**src/rtl/ps2_pkg.sv**
```systemverilog
// ps2_pkg: definitions shared by the PS/2 host transmitter and the MouseCtl receive side.
//   ps2_tx_state_t  : transmitter FSM states
//   PS2_CMD_*       : common mouse command bytes
//   us_to_cycles()  : converts a time in microseconds to system clock cycles
package ps2_pkg;

    typedef enum logic [2:0] {
        IDLE,
        INHIBIT,
        WAIT_FIRST,
        SHIFT,
        ACK,
        WAIT_IDLE,
        DONE,
        ERR
    } ps2_tx_state_t;

    localparam logic [7:0] PS2_CMD_RESET     = 8'hFF;
    localparam logic [7:0] PS2_CMD_EN_REPORT = 8'hF4;
    localparam logic [7:0] PS2_CMD_SET_RATE  = 8'hF3;

    // 64-bit product: 100 MHz * 15 ms would overflow 32 bits.
    function automatic longint unsigned us_to_cycles(input longint unsigned freq,
                                                     input longint unsigned us);
        return (freq * us) / 64'd1_000_000;
    endfunction

endpackage

```
**src/rtl/ps2_line_sync.sv**
```systemverilog
// ps2_line_sync: brings one asynchronous PS/2 pad level into the clk domain.
//   clk, rst_n : system clock, asynchronous active-low reset
//   raw        : raw pad level (asynchronous)
//   level      : synchronized level, accepted only after FILTER_LEN stable cycles
//   fall       : 1-cycle pulse when level goes 1 -> 0
module ps2_line_sync #(
    parameter int unsigned FILTER_LEN = 8
) (
    input  logic clk,
    input  logic rst_n,
    input  logic raw,
    output logic level,
    output logic fall
);

    localparam int unsigned   FW       = (FILTER_LEN > 1) ? $clog2(FILTER_LEN) : 1;
    localparam logic [FW-1:0] FLT_LAST = FW'(FILTER_LEN - 1);

    logic          sync_p0;
    logic          sync_p1;
    logic [FW-1:0] flt_cnt;

    // Idle bus is high, so everything resets to 1 to avoid a spurious fall.
    always_ff @(posedge clk or negedge rst_n) begin
        if (!rst_n) begin
            sync_p0 <= 1'b1;
            sync_p1 <= 1'b1;
            level   <= 1'b1;
            flt_cnt <= '0;
            fall    <= 1'b0;
        end else begin
            // stage p0 -> p1: two-flop metastability guard
            sync_p0 <= raw;
            sync_p1 <= sync_p0;
            fall    <= 1'b0;
            // stage p1 -> level: accept only a value that differs for FILTER_LEN cycles in a row
            if (sync_p1 == level) begin
                flt_cnt <= '0;
            end else if (flt_cnt == FLT_LAST) begin
                level   <= sync_p1;
                flt_cnt <= '0;
                fall    <= level;
            end else begin
                flt_cnt <= flt_cnt + FW'(1);
            end
        end
    end

endmodule

```
**src/rtl/ps2_host_tx.sv**
```systemverilog
// ps2_host_tx: host-to-device PS/2 transmitter. Sends one command byte on the open-drain
// ps2_clk/ps2_data lines (request-to-send, 8 data bits LSB first, odd parity, stop) and
// checks the device ACK bit.
//   clk, rst_n   : system clock, asynchronous active-low reset
//   tx_data      : byte to send; taken when tx_valid && tx_ready
//   tx_valid     : send request
//   tx_ready     : high only while idle
//   busy         : high from acceptance until done/err
//   done, err    : mutually exclusive 1-cycle completion pulses
//   ps2_clk_i    : raw clock pad level
//   ps2_data_i   : raw data pad level
//   ps2_clk_oe   : 1 = pull clock pad low
//   ps2_data_oe  : 1 = pull data pad low
module ps2_host_tx
    import ps2_pkg::*;
#(
    parameter int unsigned CLK_FREQ_HZ  = 100_000_000,
    parameter int unsigned INHIBIT_US   = 100,
    parameter int unsigned START_TMO_US = 15_000,
    parameter int unsigned FRAME_TMO_US = 2_000,
    parameter int unsigned FILTER_LEN   = 8
) (
    input  logic       clk,
    input  logic       rst_n,
    input  logic [7:0] tx_data,
    input  logic       tx_valid,
    output logic       tx_ready,
    output logic       busy,
    output logic       done,
    output logic       err,
    input  logic       ps2_clk_i,
    input  logic       ps2_data_i,
    output logic       ps2_clk_oe,
    output logic       ps2_data_oe
);

    localparam int unsigned INHIBIT_CYC = 32'(us_to_cycles(64'(CLK_FREQ_HZ), 64'(INHIBIT_US)));
    localparam int unsigned START_CYC   = 32'(us_to_cycles(64'(CLK_FREQ_HZ), 64'(START_TMO_US)));
    localparam int unsigned FRAME_CYC   = 32'(us_to_cycles(64'(CLK_FREQ_HZ), 64'(FRAME_TMO_US)));
    localparam int unsigned MAX_AB      = (INHIBIT_CYC > START_CYC) ? INHIBIT_CYC : START_CYC;
    localparam int unsigned CNT_MAX     = (MAX_AB > FRAME_CYC) ? MAX_AB : FRAME_CYC;
    localparam int          CNT_W       = $clog2(CNT_MAX + 1);

    localparam logic [CNT_W-1:0] INH_LAST   = CNT_W'(INHIBIT_CYC - 1);
    localparam logic [CNT_W-1:0] INH_END    = CNT_W'(INHIBIT_CYC);
    localparam logic [CNT_W-1:0] START_LAST = CNT_W'(START_CYC - 1);
    localparam logic [CNT_W-1:0] FRAME_LAST = CNT_W'(FRAME_CYC - 1);
    localparam logic [CNT_W-1:0] CNT_SAT    = {CNT_W{1'b1}};

    ps2_tx_state_t    state_q, state_d;
    logic [CNT_W-1:0] cnt_q, cnt_d, cnt_inc;
    logic [3:0]       bcnt_q, bcnt_d;
    logic             clk_oe_q, clk_oe_d;
    logic             data_oe_q, data_oe_d;
    logic [7:0]       shreg;
    logic             parity;
    logic             load_en, shift_en;
    logic             clk_lvl, clk_fall, data_lvl, data_fall_unused;

    ps2_line_sync #(.FILTER_LEN(FILTER_LEN)) u_clk_sync (
        .clk   (clk),
        .rst_n (rst_n),
        .raw   (ps2_clk_i),
        .level (clk_lvl),
        .fall  (clk_fall)
    );

    ps2_line_sync #(.FILTER_LEN(FILTER_LEN)) u_data_sync (
        .clk   (clk),
        .rst_n (rst_n),
        .raw   (ps2_data_i),
        .level (data_lvl),
        .fall  (data_fall_unused)
    );

    // Saturating so a stuck state can never wrap back under a timeout threshold.
    assign cnt_inc = (cnt_q == CNT_SAT) ? cnt_q : cnt_q + CNT_W'(1);

    always_comb begin
        state_d   = state_q;
        cnt_d     = cnt_inc;
        bcnt_d    = bcnt_q;
        clk_oe_d  = clk_oe_q;
        data_oe_d = data_oe_q;
        load_en   = 1'b0;
        shift_en  = 1'b0;
        case (state_q)
            IDLE: begin
                cnt_d     = '0;
                clk_oe_d  = 1'b0;
                data_oe_d = 1'b0;
                if (tx_valid) begin
                    load_en  = 1'b1;
                    bcnt_d   = 4'd0;
                    clk_oe_d = 1'b1;
                    state_d  = INHIBIT;
                end
            end
            INHIBIT: begin
                // Start bit goes low one cycle before the clock is released.
                if (cnt_q == INH_LAST) data_oe_d = 1'b1;
                if (cnt_q == INH_END) begin
                    clk_oe_d = 1'b0;
                    cnt_d    = '0;
                    state_d  = WAIT_FIRST;
                end
            end
            WAIT_FIRST: begin
                if (clk_fall) begin
                    data_oe_d = ~shreg[0];
                    shift_en  = 1'b1;
                    bcnt_d    = 4'd1;
                    cnt_d     = '0;
                    state_d   = SHIFT;
                end else if (cnt_q == START_LAST) begin
                    clk_oe_d  = 1'b0;
                    data_oe_d = 1'b0;
                    state_d   = ERR;
                end
            end
            SHIFT: begin
                // cnt spans the whole frame, not a single bit.
                if (cnt_q == FRAME_LAST) begin
                    clk_oe_d  = 1'b0;
                    data_oe_d = 1'b0;
                    state_d   = ERR;
                end else if (clk_fall) begin
                    if (bcnt_q <= 4'd7) begin
                        data_oe_d = ~shreg[0];
                        shift_en  = 1'b1;
                        bcnt_d    = bcnt_q + 4'd1;
                    end else if (bcnt_q == 4'd8) begin
                        data_oe_d = ~parity;
                        bcnt_d    = 4'd9;
                    end else begin
                        data_oe_d = 1'b0;
                        state_d   = ACK;
                    end
                end
            end
            ACK: begin
                data_oe_d = 1'b0;
                if (cnt_q == FRAME_LAST) begin
                    clk_oe_d = 1'b0;
                    state_d  = ERR;
                end else if (clk_fall) begin
                    state_d = data_lvl ? ERR : WAIT_IDLE;
                end
            end
            WAIT_IDLE: begin
                if (cnt_q == FRAME_LAST) begin
                    clk_oe_d  = 1'b0;
                    data_oe_d = 1'b0;
                    state_d   = ERR;
                end else if (clk_lvl && data_lvl) begin
                    state_d = DONE;
                end
            end
            DONE, ERR: begin
                clk_oe_d  = 1'b0;
                data_oe_d = 1'b0;
                state_d   = IDLE;
            end
            default: begin
                clk_oe_d  = 1'b0;
                data_oe_d = 1'b0;
                state_d   = IDLE;
            end
        endcase
    end

    always_ff @(posedge clk or negedge rst_n) begin
        if (!rst_n) begin
            state_q   <= IDLE;
            cnt_q     <= '0;
            bcnt_q    <= '0;
            clk_oe_q  <= 1'b0;
            data_oe_q <= 1'b0;
        end else begin
            state_q   <= state_d;
            cnt_q     <= cnt_d;
            bcnt_q    <= bcnt_d;
            clk_oe_q  <= clk_oe_d;
            data_oe_q <= data_oe_d;
        end
    end

    // Frame byte and parity: plain data, no reset needed.
    always_ff @(posedge clk) begin
        if (load_en) begin
            shreg  <= tx_data;
            parity <= ~^tx_data;
        end else if (shift_en) begin
            shreg <= {1'b0, shreg[7:1]};
        end
    end

    assign tx_ready    = (state_q == IDLE);
    assign busy        = ~tx_ready;
    assign done        = (state_q == DONE);
    assign err         = (state_q == ERR);
    assign ps2_clk_oe  = clk_oe_q;
    assign ps2_data_oe = data_oe_q;

endmodule

```
**config.mk**
```make
export PLATFORM = sky130hd
export DESIGN_NAME = ps2_host_tx
export DESIGN_NICKNAME = d
export VERILOG_FILES = /design/src/rtl/ps2_pkg.sv /design/src/rtl/ps2_line_sync.sv /design/src/rtl/ps2_host_tx.sv
export SDC_FILE = /design/constraint.sdc
export NUM_CORES = 1
export LEC_CHECK = 0
export ABC_AREA = 0
export BUFFER_PORTS_ARGS = -buffer_cell sky130_fd_sc_hd__buf_2
export CAP_MARGIN = 20
export CORE_AREA = 2 2 78 80
export CTS_CLUSTER_SIZE = 28
export DETAILED_ROUTE_END_ITERATION = 8
export DIE_AREA = 0 0 80 82
export PLACE_DENSITY = 0.82
export RECOVER_POWER = 100
export SLEW_MARGIN = 20
export SYNTH_ARGS = -nofsm -noshare
export SYNTH_HDL_FRONTEND = slang
export SYNTH_SLANG_ARGS = --single-unit
```
**constraint.sdc**
```tcl
create_clock -name clk -period 5.5 [get_ports clk]
set_clock_uncertainty 0.15 [all_clocks]
set_input_delay 1.1 -clock clk [delete_from_list [all_inputs] [get_ports clk]]
set_output_delay 1.1 -clock clk [all_outputs]
set_load 0.02 [all_outputs]
```
# Yosys cells after proc, flatten, opt, wreduce, memory -nomap -nowiden
# Index checks and enable logic that the tools add are counted.
# word_totals
ff_bits	52
in_bits	13
out_inout_bits	6
word_cells	126
# op_classes
add_sub_neg	4
order_cmp	1
eq_ne	34
mux	52
bitwise	5
reduce_logical	14
# op_table
op	count
two-way mux 21 bit	3
one-hot mux 21 bit (3 select lines)	1
two-way mux 3 bit	16
== test 21 x 14 -> 1 bit (second input constant)	2
== test 21 bit (second input constant)	2
two-way mux 4 bit	6
adder 21 x 1 -> 21 bit (second input constant)	1
== test 21 x 18 -> 1 bit (second input constant)	1
one-hot mux 3 bit (7 select lines)	1
== test 3 bit (second input constant)	6
two-way mux 1 bit	18
two-way mux 8 bit	2
inequality test 2 bit (second input constant)	7
inequality test 3 bit (second input constant)	4
one-hot mux 4 bit (3 select lines)	1
one-hot mux 1 bit (5 select lines)	2
inequality test 3 x 2 -> 1 bit (second input constant)	3
AND reduction 4 bit	2
AND reduction 8 bit	1
XNOR reduction 8 bit	1
adder 3 x 1 -> 3 bit (second input constant)	2
== test 3 x 2 -> 1 bit (second input constant)	2
inequality test 2 x 1 -> 1 bit (second input constant)	3
AND reduction 6 bit	1
16 further kinds	22

# Logic depth before layout (Yosys ltp)
# Gate-level depths: netlist of the first run.
# logic_depth
ltp_word	7
mapped_depth	7
ltp_nobuf	7

# By module
# Synthesis of the first run repeated with hierarchy kept, for this count alone.
# hier_totals
cells_unflattened	296
area_unflattened_um2	2982.9
# modules_own_cells
mod	instances	cells_per_inst	area_each_um2	seq_area_each_um2
ps2_host_tx	1	266	2464.9	1021.0
ps2_line_sync	2	15	259.0	178.9

# Worst setup path after synthesis of the first run
# No wires, ideal clock.
# synth_timing
kind	register to output
startpoint	register state_q[2]
endpoint	output port err
arrival_ns	1.245
slack_ns	3.005
stages_incl_launch_ff	5
cell_sequence	dfrtp_1 clkbuf_1 inv_1 clkbuf_1 nor2_1
# synth_via
elab_chain_cells	1
# synth_lines
item	line	text
from (decl)	ps2_host_tx.sv:50	ps2_tx_state_t state_q, state_d;
from (signal assigned)	ps2_host_tx.sv:180	state_q <= state_d;
== test 3 bit	ps2_host_tx.sv:201	assign err = (state_q == ERR);
to (decl)	ps2_host_tx.sv:30	output logic err,
# Every way passes these cells.

# Final worst setup path of the first run
# Same ends and word-level chain as after synthesis.

==> impl_metrics.py, run 1 <==
metrics = {
    "clock_network": {
        "h-tree-depth": 2,
        "cts_hold_buf": 0,
        "clk_pin_slew_ns": 0.10,
        "post_cts_buffers": 0,
        "cts_tree": "built",
        "clockBufferDepth": 2,
        "numCtsBuffers": 5,
        "insertion_delay_ns": 0.31,
        "cts_resized": 0,
        "cts_root_buf": "clkbuf_8",
        "cts_sinks": 52,
    },
    "routing": {
        "routed_wl_um": 6114,
        "wl_per_cell_um": 15.84,
        "ant_nets": 0,
        "first_iter_violations": 242,
        "first_pass_iters": 4,
        "vias": 2365,
        "vias_per_cell": 6.127,
        "drc": 0,
    },
    "synth": {
        "synth_edf_count": 9,
        "syn_inst": 302,
        "yosys.cell_types.count": 67,
        "synth_top_family_by_area": "simple AND/OR/NAND/NOR gates",
        "syn-cell-area_um2": 3055,
        "synthMuxAreaShare": 0.04709,
        "synth_compound_area_frac": 0.1405,
        "synth.ff_latch_count": 52,
        "synth-xor-area-share": 0.07453,
        "synth_nets": 323,
        "synthTopCellsByArea": "dfrtp_1 30%, edfxtp_1 8.8%, dfstp_2 5.2%",
        "synth-warning-count": 0,
        "ys_seq_area_frac": 0.4431,
        "ys_async_sr_fraction": 0.8269,
        "synthSimpleGateAreaFrac": 0.2121,
        "synth_fa_ha_area_frac": 0.03276,
        "yosysTopAreaCell": "dfrtp_1",
        "avgSynthCellArea_um2": 10.12,
        "yosys.area.top_type_share": 0.3030,
        "synthFlopType": "dfrtp_1",
    },
    "setup_path": {
        "worst_ep_required_time_ns": 4.25,
        "worstSetupEndpointType": "output port",
        "crit_type": "reg2out",
        "start_kind": "flip-flop",
        "cp.arrival_ns": 1.78,
        "cp_max_fo": 23,
    },
    "cells_and_area": {
        "syn_to_final_growth_pct": 5.610,
        "drive_gt1_frac": 0.1415,
        "fill_cells": 513,
        "multi_input_area_um2": 1536,
        "nNetsFinal": 331,
        "diodes": 0,
        "regArea_um2": 1354,
    },
    "pwr": {
        "combPwrFrac": 0.361,
        "p_sw_uw": 488.1,
        "p_seq_frac": 0.445,
        "power.internal_uw": 789.1,
        "irDropWorstVdd_v": 0.0001933,
        "switching_share": 0.3821,
        "powerDensity_nw_per_um2": 395.8,
        "pwr-share-clk": 0.195,
        "leakage_uw": 0.001265,
    },
    "timing": {
        "relSlewSlack": 0.01220,
        "setup_slack_ns": 2.471,
        "setup_tns_ns": 0,
        "tightest_slew_ns": 1.482,
        "grt_setup_unrepaired": "false",
        "fmax_mhz": 330.1,
        "min_period_over_period": 0.5508,
        "period_minus_slack_ns": 3.029,
        "setup_viol": 0,
        "slew_viol_final": 0,
        "hold_violations": 0,
    },
    "global_route": {
        "grt_overflow": 0,
        "antenna_found_initial": 0,
        "grt_pass1_vias": 2297,
        "grt_max_degree": 44,
        "track_usage": 0.2043,
        "grt_pass1_wl_um": 10540,
    },
    "placement": {
        "port_buffers": 18,
        "hpwlAfterDp_um": 4376,
        "post-place-ws_ns": 2.866,
        "place_congestion": 0.8738,
    },
    "die": {
        "die_w_um": 80,
        "die_area_um2": 6560,
        "io_pins": 19,
        "rows": 28,
        "core_um2": 5746,
        "die_height_um": 82,
        "initial_core_util": 0.5318,
    },
    "status": {
        "status": "completed",
    },
    "hold_path": {
        "hold_class": "reg2reg",
    },
    "run": {
        "maxCapViolations": 0,
    },
}
[metal layers]
layer	wire, µm	GRT usage	up-vias
met3	344	0.03846	4
met4	47	0.07458	0
li1	-	-	1134
met2	3066	0.3467	75
met5	0	0	-
met1	2656	0.2615	1152
[layout by cell type, fill, tap and decap left out, drive strengths merged, types with 8 or more instances in the layout]
cell,netlist,routed
edfxtp,9,9
nand4,11,11
nand2,18,18
dfrtp,37,37
ha,8,8
xnor2,17,17
xor2,9,9
nor3,11,11
buf,5,10
nor2,11,11
a21oi,25,25
nor4,8,8
mux2,11,11
inv,11,12
clkbuf,13,16
nand3,8,8
[Yosys cell counts (4+ instances only)]
library cell  count
nand4_1          11
o21ai_0           6
inv_1            11
dfrtp_1          37
xnor2_1          17
clkbuf_1         11
nor2b_1           5
a31oi_1           6
nor4_1            6
and3_1            4
a21oi_1          24
xor2_1            9
nand2_1          18
dfstp_2           6
a211oi_1          4
nor2_1           11
nand3_1           8
ha_1              8
nor3_1           11
edfxtp_1          9
mux2_2           11
nand2b_1          4
[flip-flops by register name (all words and copies together), names as in the netlist]
| signal | cells |
|---|---|
| u_clk_sync.sync_p1 | 1 |
| ps2_data_oe | 1 |
| parity | 1 |
| u_clk_sync.flt_cnt | 3 |
| cnt_q | 21 |
| u_clk_sync.level | 1 |
| u_data_sync.level | 1 |
| ps2_clk_oe | 1 |
| bcnt_q | 4 |
| u_data_sync.sync_p0 | 1 |
| u_data_sync.sync_p1 | 1 |
| u_data_sync.flt_cnt | 3 |
| u_clk_sync.sync_p0 | 1 |
| shreg | 8 |
| state_q | 3 |
| u_clk_sync.fall | 1 |
[final cells by class]
type                            count  share of cell area
Multi-Input combinational cell    219              0.4762
Sequential cell                    52              0.4195
Clock buffer                        6             0.02908
Tap cell                           75             0.02908
Timing Repair Buffer               20             0.02714
Inverter                           12             0.01396
Clock inverter                      2            0.005041
[critical path, cell delays in order (launching register included)]
cell and delay [ns]:
dfrtp_1 0.56, inv_1 0.43, nor2_1 0.23, clkbuf_1 0.25
[cell families (layout without fill, tap and decap cells)]
group | after synthesis | in the layout
adder cells (fa/ha/maj) | 8 | 8
buffers and inverters | 31 | 40
flip-flops | 52 | 52
AND/OR/NAND/NOR | 107 | 107
multiplexers | 13 | 13
XOR/XNOR | 26 | 26
AO/OA/AOI/OAI | 65 | 65
[through the flow]
| stage | cells | instance area [µm²] | utilization | total power, µW | hold slack, ns |
|---|---|---|---|---|---|
| global route | 386 | 3227 | 0.5616 | 1369 | 0.2187 |
| CTS | 385 | 3249 | 0.5655 | 1301 | 0.2005 |
| floorplan | 302 | 3055 | - | 922.5 | 0.1952 |
| finish | 386 | 3227 | 0.5616 | 1277 | 0.1973 |
| global placement | 377 | 3139 | 0.5464 | 1021 | 0.1968 |
| detailed placement | 377 | 3139 | 0.5464 | 1047 | 0.1970 |
[worst paths after layout]
kind / startpoint / end / slack [ns] / cells after the start
worst max-delay path: state_q[2]$_DFFE_PN0P_ / err / 2.47 / 3
worst min-delay path: u_clk_sync.sync_p0$_DFF_PN1_ / u_clk_sync.sync_p1$_DFF_PN1_ / 0.20 / 0
worst max register to register: cnt_q[6]$_DFF_PN0_ / cnt_q[1]$_DFF_PN0_ / 2.65 / 6
worst min register to register: u_clk_sync.sync_p0$_DFF_PN1_ / u_clk_sync.sync_p1$_DFF_PN1_ / 0.20 / 0
max in group asynchronous: rst_n / state_q[1]$_DFFE_PN0P_ / 2.65 / 2
min in group asynchronous: rst_n / cnt_q[1]$_DFF_PN0_ / 0.71 / 1
[power groups by stage]
stage                     registers, µW  logic [µW]  clock network (µW)
after floorplan                     538         384                   0
after global placement              569         452                   0
after detailed placement            574         473                   0
after CTS                           566         477                 259
after global routing                584         517                 268
final                               568         461                 249
No activity file was read; power rests on OpenSTA's default activity.
==> run 2, diff against run 1 <==
--- a/config.mk
+++ b/config.mk
@@ -5,14 +5,14 @@
 export SDC_FILE = /design/constraint.sdc
 export NUM_CORES = 1
 export LEC_CHECK = 0
-export ABC_AREA = 0
+export ABC_AREA = 1
 export BUFFER_PORTS_ARGS = -buffer_cell sky130_fd_sc_hd__buf_2
 export CAP_MARGIN = 20
-export CORE_AREA = 2 2 78 80
+export CORE_AREA = 2 2 81 83
 export CTS_CLUSTER_SIZE = 28
 export DETAILED_ROUTE_END_ITERATION = 8
-export DIE_AREA = 0 0 80 82
-export PLACE_DENSITY = 0.82
+export DIE_AREA = 0 0 83 85
+export PLACE_DENSITY = 0.81
 export RECOVER_POWER = 100
 export SLEW_MARGIN = 20
 export SYNTH_ARGS = -nofsm -noshare
==> constraint.sdc (replaced) <==
create_clock -name clk -period 2.8 [get_ports clk]
set_clock_uncertainty 0.15 [all_clocks]
set_input_delay 0.56 -clock clk [delete_from_list [all_inputs] [get_ports clk]]
set_output_delay 0.56 -clock clk [all_outputs]
set_load 0.02 [all_outputs]
==> run 2 against run 1 <==
Effect of this change:
- utilization up 1.3 points
- register-to-register slack worse by 2.3 ns
- sequential cell count unchanged
- via count up 29%
- synthesized area up 8.0%
- clock power up 130%
- worst hold slack worse by 0.066 ns
- final cell count up 45%
- routed wire length up 23%
- power up 100%
- sequential share of layout area down 4.0 points
- non-clock buffer count down 1
- largest power group unchanged
==> impl_metrics.py, run 2 <==
metrics = {
    "synth": {
        "yosysTopAreaCell": "dfrtp_1",
        "ys_async_sr_fraction": 0.8269,
        "syn-cell-area_um2": 3301,
        "yosys.area.top_type_share": 0.2805,
        "yosysMostFrequentCell": "nand2_1",
        "synth_edf_count": 9,
        "avgSynthCellArea_um2": 7.238,
        "synthFlopType": "dfrtp_1",
        "synth_nets": 477,
        "ys_seq_area_frac": 0.4102,
        "synth.ff_latch_count": 52,
        "synth-warning-count": 0,
        "synth_commonest_cells": "124 x nand2_1, 65 x nor2_1, 59 x inv_1",
        "syn_inst": 456,
        "yosys.cell_types.count": 37,
        "synthTopCellsByArea": "dfrtp_1 28%, nand2_1 14%, edfxtp_1 8.2%",
    },
    "die": {
        "die_area_um2": 7055,
        "io_pins": 19,
        "core_um2": 6205,
        "die_height_um": 85,
        "rows": 29,
        "die_w_um": 83,
        "initial_core_util": 0.5320,
    },
    "clock_network": {
        "cts_root_buf": "clkbuf_8",
        "cts_tree": "built",
        "numCtsBuffers": 5,
        "insertion_delay_ns": 0.31,
        "cts_sinks": 52,
        "cts_resized": 0,
        "clockBufferDepth": 2,
        "cts_hold_buf": 0,
        "h-tree-depth": 2,
        "post_cts_buffers": 0,
        "clk_pin_slew_ns": 0.10,
    },
    "cells_and_area": {
        "largest_reg_flops": 21,
        "top_regs": "cnt_q: 21 flops, shreg: 8 flops, bcnt_q: 4 flops",
        "drive_gt1_frac": 0.09771,
        "postLayoutCoreUtil": 0.5749,
        "stdcell_area_um2": 3567,
        "diodes": 0,
        "final_common_cell": "nand2_1",
        "nNetsFinal": 501,
        "fill_cells": 564,
        "syn_to_final_growth_pct": 8.074,
        "top_register": "cnt_q",
        "layout_common_cells": "126 x nand2_1, 68 x nor2_1, 61 x inv_1, 43 x nand3_1, 37 x dfrtp_1",
    },
    "placement": {
        "placed_cell_area_um2": 3468,
        "post-place-ws_ns": 0.5077,
        "port_buffers": 18,
        "place_congestion": 1.031,
        "hpwlAfterDp_um": 5778,
    },
    "setup_path": {
        "worstSetupEndpointType": "flip-flop",
        "cp.arrival_ns": 2.49,
        "crit_type": "reg2reg",
        "cpPeakStageDelay_ns": 0.45,
        "slowest_stage": "dfrtp_1",
        "path_cells": "ha_1 -> nand3_2 -> nor3_1 -> inv_1 -> nor2_1 -> nand2_4 -> nand3_2 -> nand2_1 -> a21oi_1",
        "start_kind": "flip-flop",
        "worstRegToRegCells": 9,
        "cp_max_fo": 6,
        "worst_ep_required_time_ns": 2.88,
        "crit_path_frequent_cell": "nand3_2",
    },
    "timing": {
        "setup_viol": 0,
        "setup_slack_ns": 0.3986,
        "hold_violations": 0,
        "tightest_slew_ns": 1.235,
        "fmax_mhz": 416.4,
        "grt_setup_unrepaired": "false",
        "setup_tns_ns": 0,
        "slew_viol_final": 0,
        "relSlewSlack": 0.1764,
        "period_minus_slack_ns": 2.401,
        "min_period_over_period": 0.8576,
    },
    "global_route": {
        "antenna_found_initial": 0,
        "grt_pass1_vias": 2938,
        "grt_pass1_wl_um": 13330,
        "track_usage": 0.2314,
        "grt_overflow": 0,
        "grt_max_degree": 44,
    },
    "pwr": {
        "powerDensity_nw_per_um2": 732.1,
        "leakage_uw": 0.001750,
        "irDropWorstVdd_v": 0.0004918,
    },
    "routing": {
        "vias_per_cell": 5.453,
        "first_pass_iters": 6,
        "vias": 3043,
        "ant_nets": 0,
        "first_iter_violations": 233,
        "routed_wl_um": 7512,
        "wl_per_cell_um": 13.46,
        "drc": 0,
    },
    "hold_path": {
        "hold_class": "in2async",
    },
    "run": {
        "maxCapViolations": 0,
    },
    "status": {
        "status": "completed",
    },
}
==> run 2: cell types whose count changed after synthesis, sizes merged, moves of 11 or more <==
cell	delta
inv	+54
clkbuf	-13
nand2	+114
a21oi	-11
mux2	-11
nor2	+64
nand3	+39
==> run 2: worst paths after layout <==
| check | from | endpoint | slack, ns |
|---|---|---|---|
| max | cnt_q[0]$_DFF_PN0_ | cnt_q[11]$_DFF_PN0_ | 0.40 |
| min | rst_n | bcnt_q[0]$_DFFE_PN0P_ | 0.13 |
| max reg2reg | cnt_q[0]$_DFF_PN0_ | cnt_q[11]$_DFF_PN0_ | 0.40 |
| min reg2reg | u_clk_sync.sync_p0$_DFF_PN1_ | u_clk_sync.sync_p1$_DFF_PN1_ | 0.21 |
| max in group asynchronous | rst_n | bcnt_q[1]$_DFFE_PN0P_ | 0.66 |
| min in group clk | ps2_clk_i | u_clk_sync.sync_p0$_DFF_PN1_ | 0.18 |
==> run 2: layer usage <==
layer  wire [µm]  track usage
met1        3369       0.3107
met3         428      0.03502
met2        3518       0.3732
met4         194       0.1058
met5           0            0
==> run 2: stage by stage <==
| stage | instances | hold WS (ns) | power (µW) |
|---|---|---|---|
| detailed placement | 549 | 0.1991 | 2064 |
| global placement | 549 | 0.1958 | 2023 |
| global route | 558 | 0.1738 | 2823 |
| finish | 558 | 0.1315 | 2612 |
| floorplan | 456 | 0.1144 | 1821 |
| CTS | 557 | 0.1816 | 2645 |
==> run 2: cells by family (layout without fill, tap and decap cells) <==
group / count (synthesis) / count (layout) / synth area share
AOI/OAI and AO/OA: 32 / 32 / 0.05307
xor gates and xnor gates: 12 / 12 / 0.03184
adders and majority gates: 8 / 8 / 0.03033
buffers and inverters: 68 / 93 / 0.08074
DFF: 52 / 52 / 0.4102
and+or+nand+nor: 284 / 284 / 0.3939
==> run 2: layout make-up <==
type,count,area [µm²],area share
Sequential cell,52,1354,0.3795
Multi-Input combinational cell,336,1649,0.4623
Clock inverter,1,30.03,0.008418
Inverter,66,247.7,0.06945
Clock buffer,7,97.59,0.02736
Timing Repair Buffer,19,92.59,0.02596
Tap cell,77,96.34,0.02701
==> run 2: report_power, final <==
group          total (µW)  internal [µW]  switching, µW
Clock                 581            322            260
Sequential           1060            949            114
Combinational         968            307            661
==> run 2: worst max-delay path, delay by kind of cell, from the launching register on <==
| kind | cells | cell delay [ns] |
|---|---|---|
| compound gates | 1 | 0.14 |
| fa+ha+maj | 1 | 0.26 |
| buf+inv | 1 | 0.12 |
| flops | 1 | 0.45 |
| simple gates | 6 | 1.18 |
==> run 3, diff against run 2 <==
==> constraint.sdc (replaced) <==
create_clock -name clk -period 3 [get_ports clk]
set_clock_uncertainty 0.15 [all_clocks]
set_input_delay 0.6 -clock clk [delete_from_list [all_inputs] [get_ports clk]]
set_output_delay 0.6 -clock clk [all_outputs]
set_load 0.02 [all_outputs]
==> run 3 against run 2 <==
Effect of this change:
- non-clock buffer count decreased by 1
- via count decreased by 1.6%
- design area decreased by 1.5%
- sequential power decreased by 7%
- critical path depth decreased by 3
- first-iteration DRC count increased by 19%
- sequential share of layout area increased by 0.59 points
- highest routed layer unchanged
==> impl_metrics.py, run 3 (synthesis results as in run 2) <==
metrics = {
    "status": {
        "status": "completed",
    },
    "timing": {
        "whs_ns": 0.2114,
        "period_minus_slack_ns": 2.528,
        "min_period_over_period": 0.8427,
        "grt_setup_unrepaired": "false",
        "tightest_slew_ns": 1.052,
        "slew_viol_final": 0,
        "setup_viol": 0,
        "hold_violations": 0,
        "setup_tns_ns": 0,
        "fmax_mhz": 395.6,
        "relSlewSlack": 0.2990,
    },
    "routing": {
        "vias": 2995,
        "wl_per_cell_um": 13.63,
        "first_iter_violations": 277,
        "drc": 0,
        "vias_per_cell": 5.377,
        "first_pass_iters": 6,
        "ant_nets": 0,
        "routed_wl_um": 7591,
    },
    "die": {
        "io_pins": 19,
        "die_area_um2": 7055,
        "die_height_um": 85,
        "core_um2": 6205,
        "initial_core_util": 0.5320,
        "die_w_um": 83,
        "rows": 29,
    },
    "clock_network": {
        "cts_tree": "built",
        "clockBufferDepth": 2,
        "cts_hold_buf": 0,
        "cts_root_buf": "clkbuf_8",
        "cts_resized": 0,
        "h-tree-depth": 2,
        "cts_sinks": 52,
        "numCtsBuffers": 5,
        "insertion_delay_ns": 0.32,
        "clk_pin_slew_ns": 0.10,
        "post_cts_buffers": 0,
    },
    "setup_path": {
        "slowest_stage": "dfrtp_1",
        "reg2reg_slack_ns": 0.47,
        "path_cells": "ha_1 -> nand3_1 -> nor2_4 -> nand3_1 -> nand3_1 -> nand3_1",
        "worst_ep_required_time_ns": 2.82,
        "rr_endpoint": "shreg[1]$_DFFE_PP_",
        "path_buf_inv": 0,
        "worstSetupEndpointType": "flip-flop",
        "crit_path_frequent_cell": "nand3_1",
        "cp_max_fo": 11,
        "rr_startpoint": "cnt_q[0]$_DFF_PN0_",
        "start_kind": "flip-flop",
        "cp.arrival_ns": 2.35,
        "crit_family": "simple AND/OR/NAND/NOR gates",
        "crit_type": "reg2reg",
        "cpPeakStageDelay_ns": 0.44,
        "worstRegToRegCells": 6,
    },
    "hold_path": {
        "hold_class": "reg2reg",
        "worstHoldEndpoint": "u_data_sync.sync_p1$_DFF_PN1_",
        "min_path_cells": 0,
        "worstHoldStart": "u_data_sync.sync_p0$_DFF_PN1_",
    },
    "placement": {
        "hpwlAfterDp_um": 5840,
        "place_congestion": 1.047,
        "port_buffers": 18,
    },
    "pwr": {
        "leakage_uw": 0.001718,
        "powerDensity_nw_per_um2": 658.5,
        "irDropWorstVdd_v": 0.0005782,
        "total_power_uw": 2313,
    },
    "cells_and_area": {
        "nNetsFinal": 500,
        "top_register": "cnt_q",
        "syn_to_final_growth_pct": 6.406,
        "final_common_cell": "nand2_1",
        "largest_reg_flops": 21,
        "layout_common_cells": "125 x nand2_1, 69 x nor2_1, 60 x inv_1, 44 x nand3_1, 37 x dfrtp_1",
        "top_regs": "cnt_q: 21 flops, shreg: 8 flops, bcnt_q: 4 flops",
        "diodes": 0,
        "drive_gt1_frac": 0.1000,
    },
    "global_route": {
        "grt_pass1_wl_um": 13080,
        "track_usage": 0.2271,
        "antenna_found_initial": 0,
        "grt_max_degree": 44,
        "grt_overflow": 0,
        "grt_pass1_vias": 2793,
    },
    "run": {
        "maxCapViolations": 0,
    },
}
run 3: worst max path at each step:
stage                           start                endpoint  slack (ns)  cells after the start
6_report           cnt_q[0]$_DFF_PN0_      shreg[1]$_DFFE_PP_        0.47                      6
4_1_cts        state_q[2]$_DFFE_PN0P_  shreg[7]$_SDFFCE_PN0P_        0.73                      7
3_5_place_dp   state_q[2]$_DFFE_PN0P_  shreg[7]$_SDFFCE_PN0P_        0.75                      7
2_1_floorplan  state_q[0]$_DFFE_PN0P_      shreg[0]$_DFFE_PP_        0.72                      7
5_1_grt            cnt_q[0]$_DFF_PN0_  state_q[2]$_DFFE_PN0P_        0.26                     10
3_3_place_gp       cnt_q[0]$_DFF_PN0_      shreg[5]$_DFFE_PP_        0.78                      6
run 3: report_power, final:
part	switching [µW]	total, µW	internal (µW)
Clock	246	414	168
Sequential	105	991	885
Combinational	624	908	284
Total	975	2310	1340
run 3: layout make-up:
| class | instances | area, µm² |
|---|---|---|
| multi-input cells | 336 | 1644 |
| flip-flops and latches | 52 | 1354 |
| fillers | 575 | 2693 |
| repair buffers | 18 | 81.33 |
| well taps | 77 | 96.34 |
| clock buffers | 6 | 72.57 |
| inverters | 66 | 247.7 |
| clock inverters | 2 | 16.27 |
run 3: stage by stage:
stage            util  std cells  instance area [µm²]  setup slack [ns]
5_1_grt        0.5660        557                 3512            0.2643
4_1_cts        0.5733        557                 3557            0.7255
3_5_place_dp   0.5590        549                 3468            0.7467
6_report       0.5660        557                 3512            0.4720
3_3_place_gp   0.5590        549                 3468            0.7820
2_1_floorplan       -        456                 3301            0.7209
run 3: layer usage:
metal	vias to the layer above	part of all wire	routed length [µm]	track usage
met4	0	0.020	154	0.08346
met3	16	0.047	359	0.03599
met5	-	0	0	0
met2	111	0.47	3568	0.3644
met1	1372	0.46	3509	0.3133
li1	1496	-	-	-
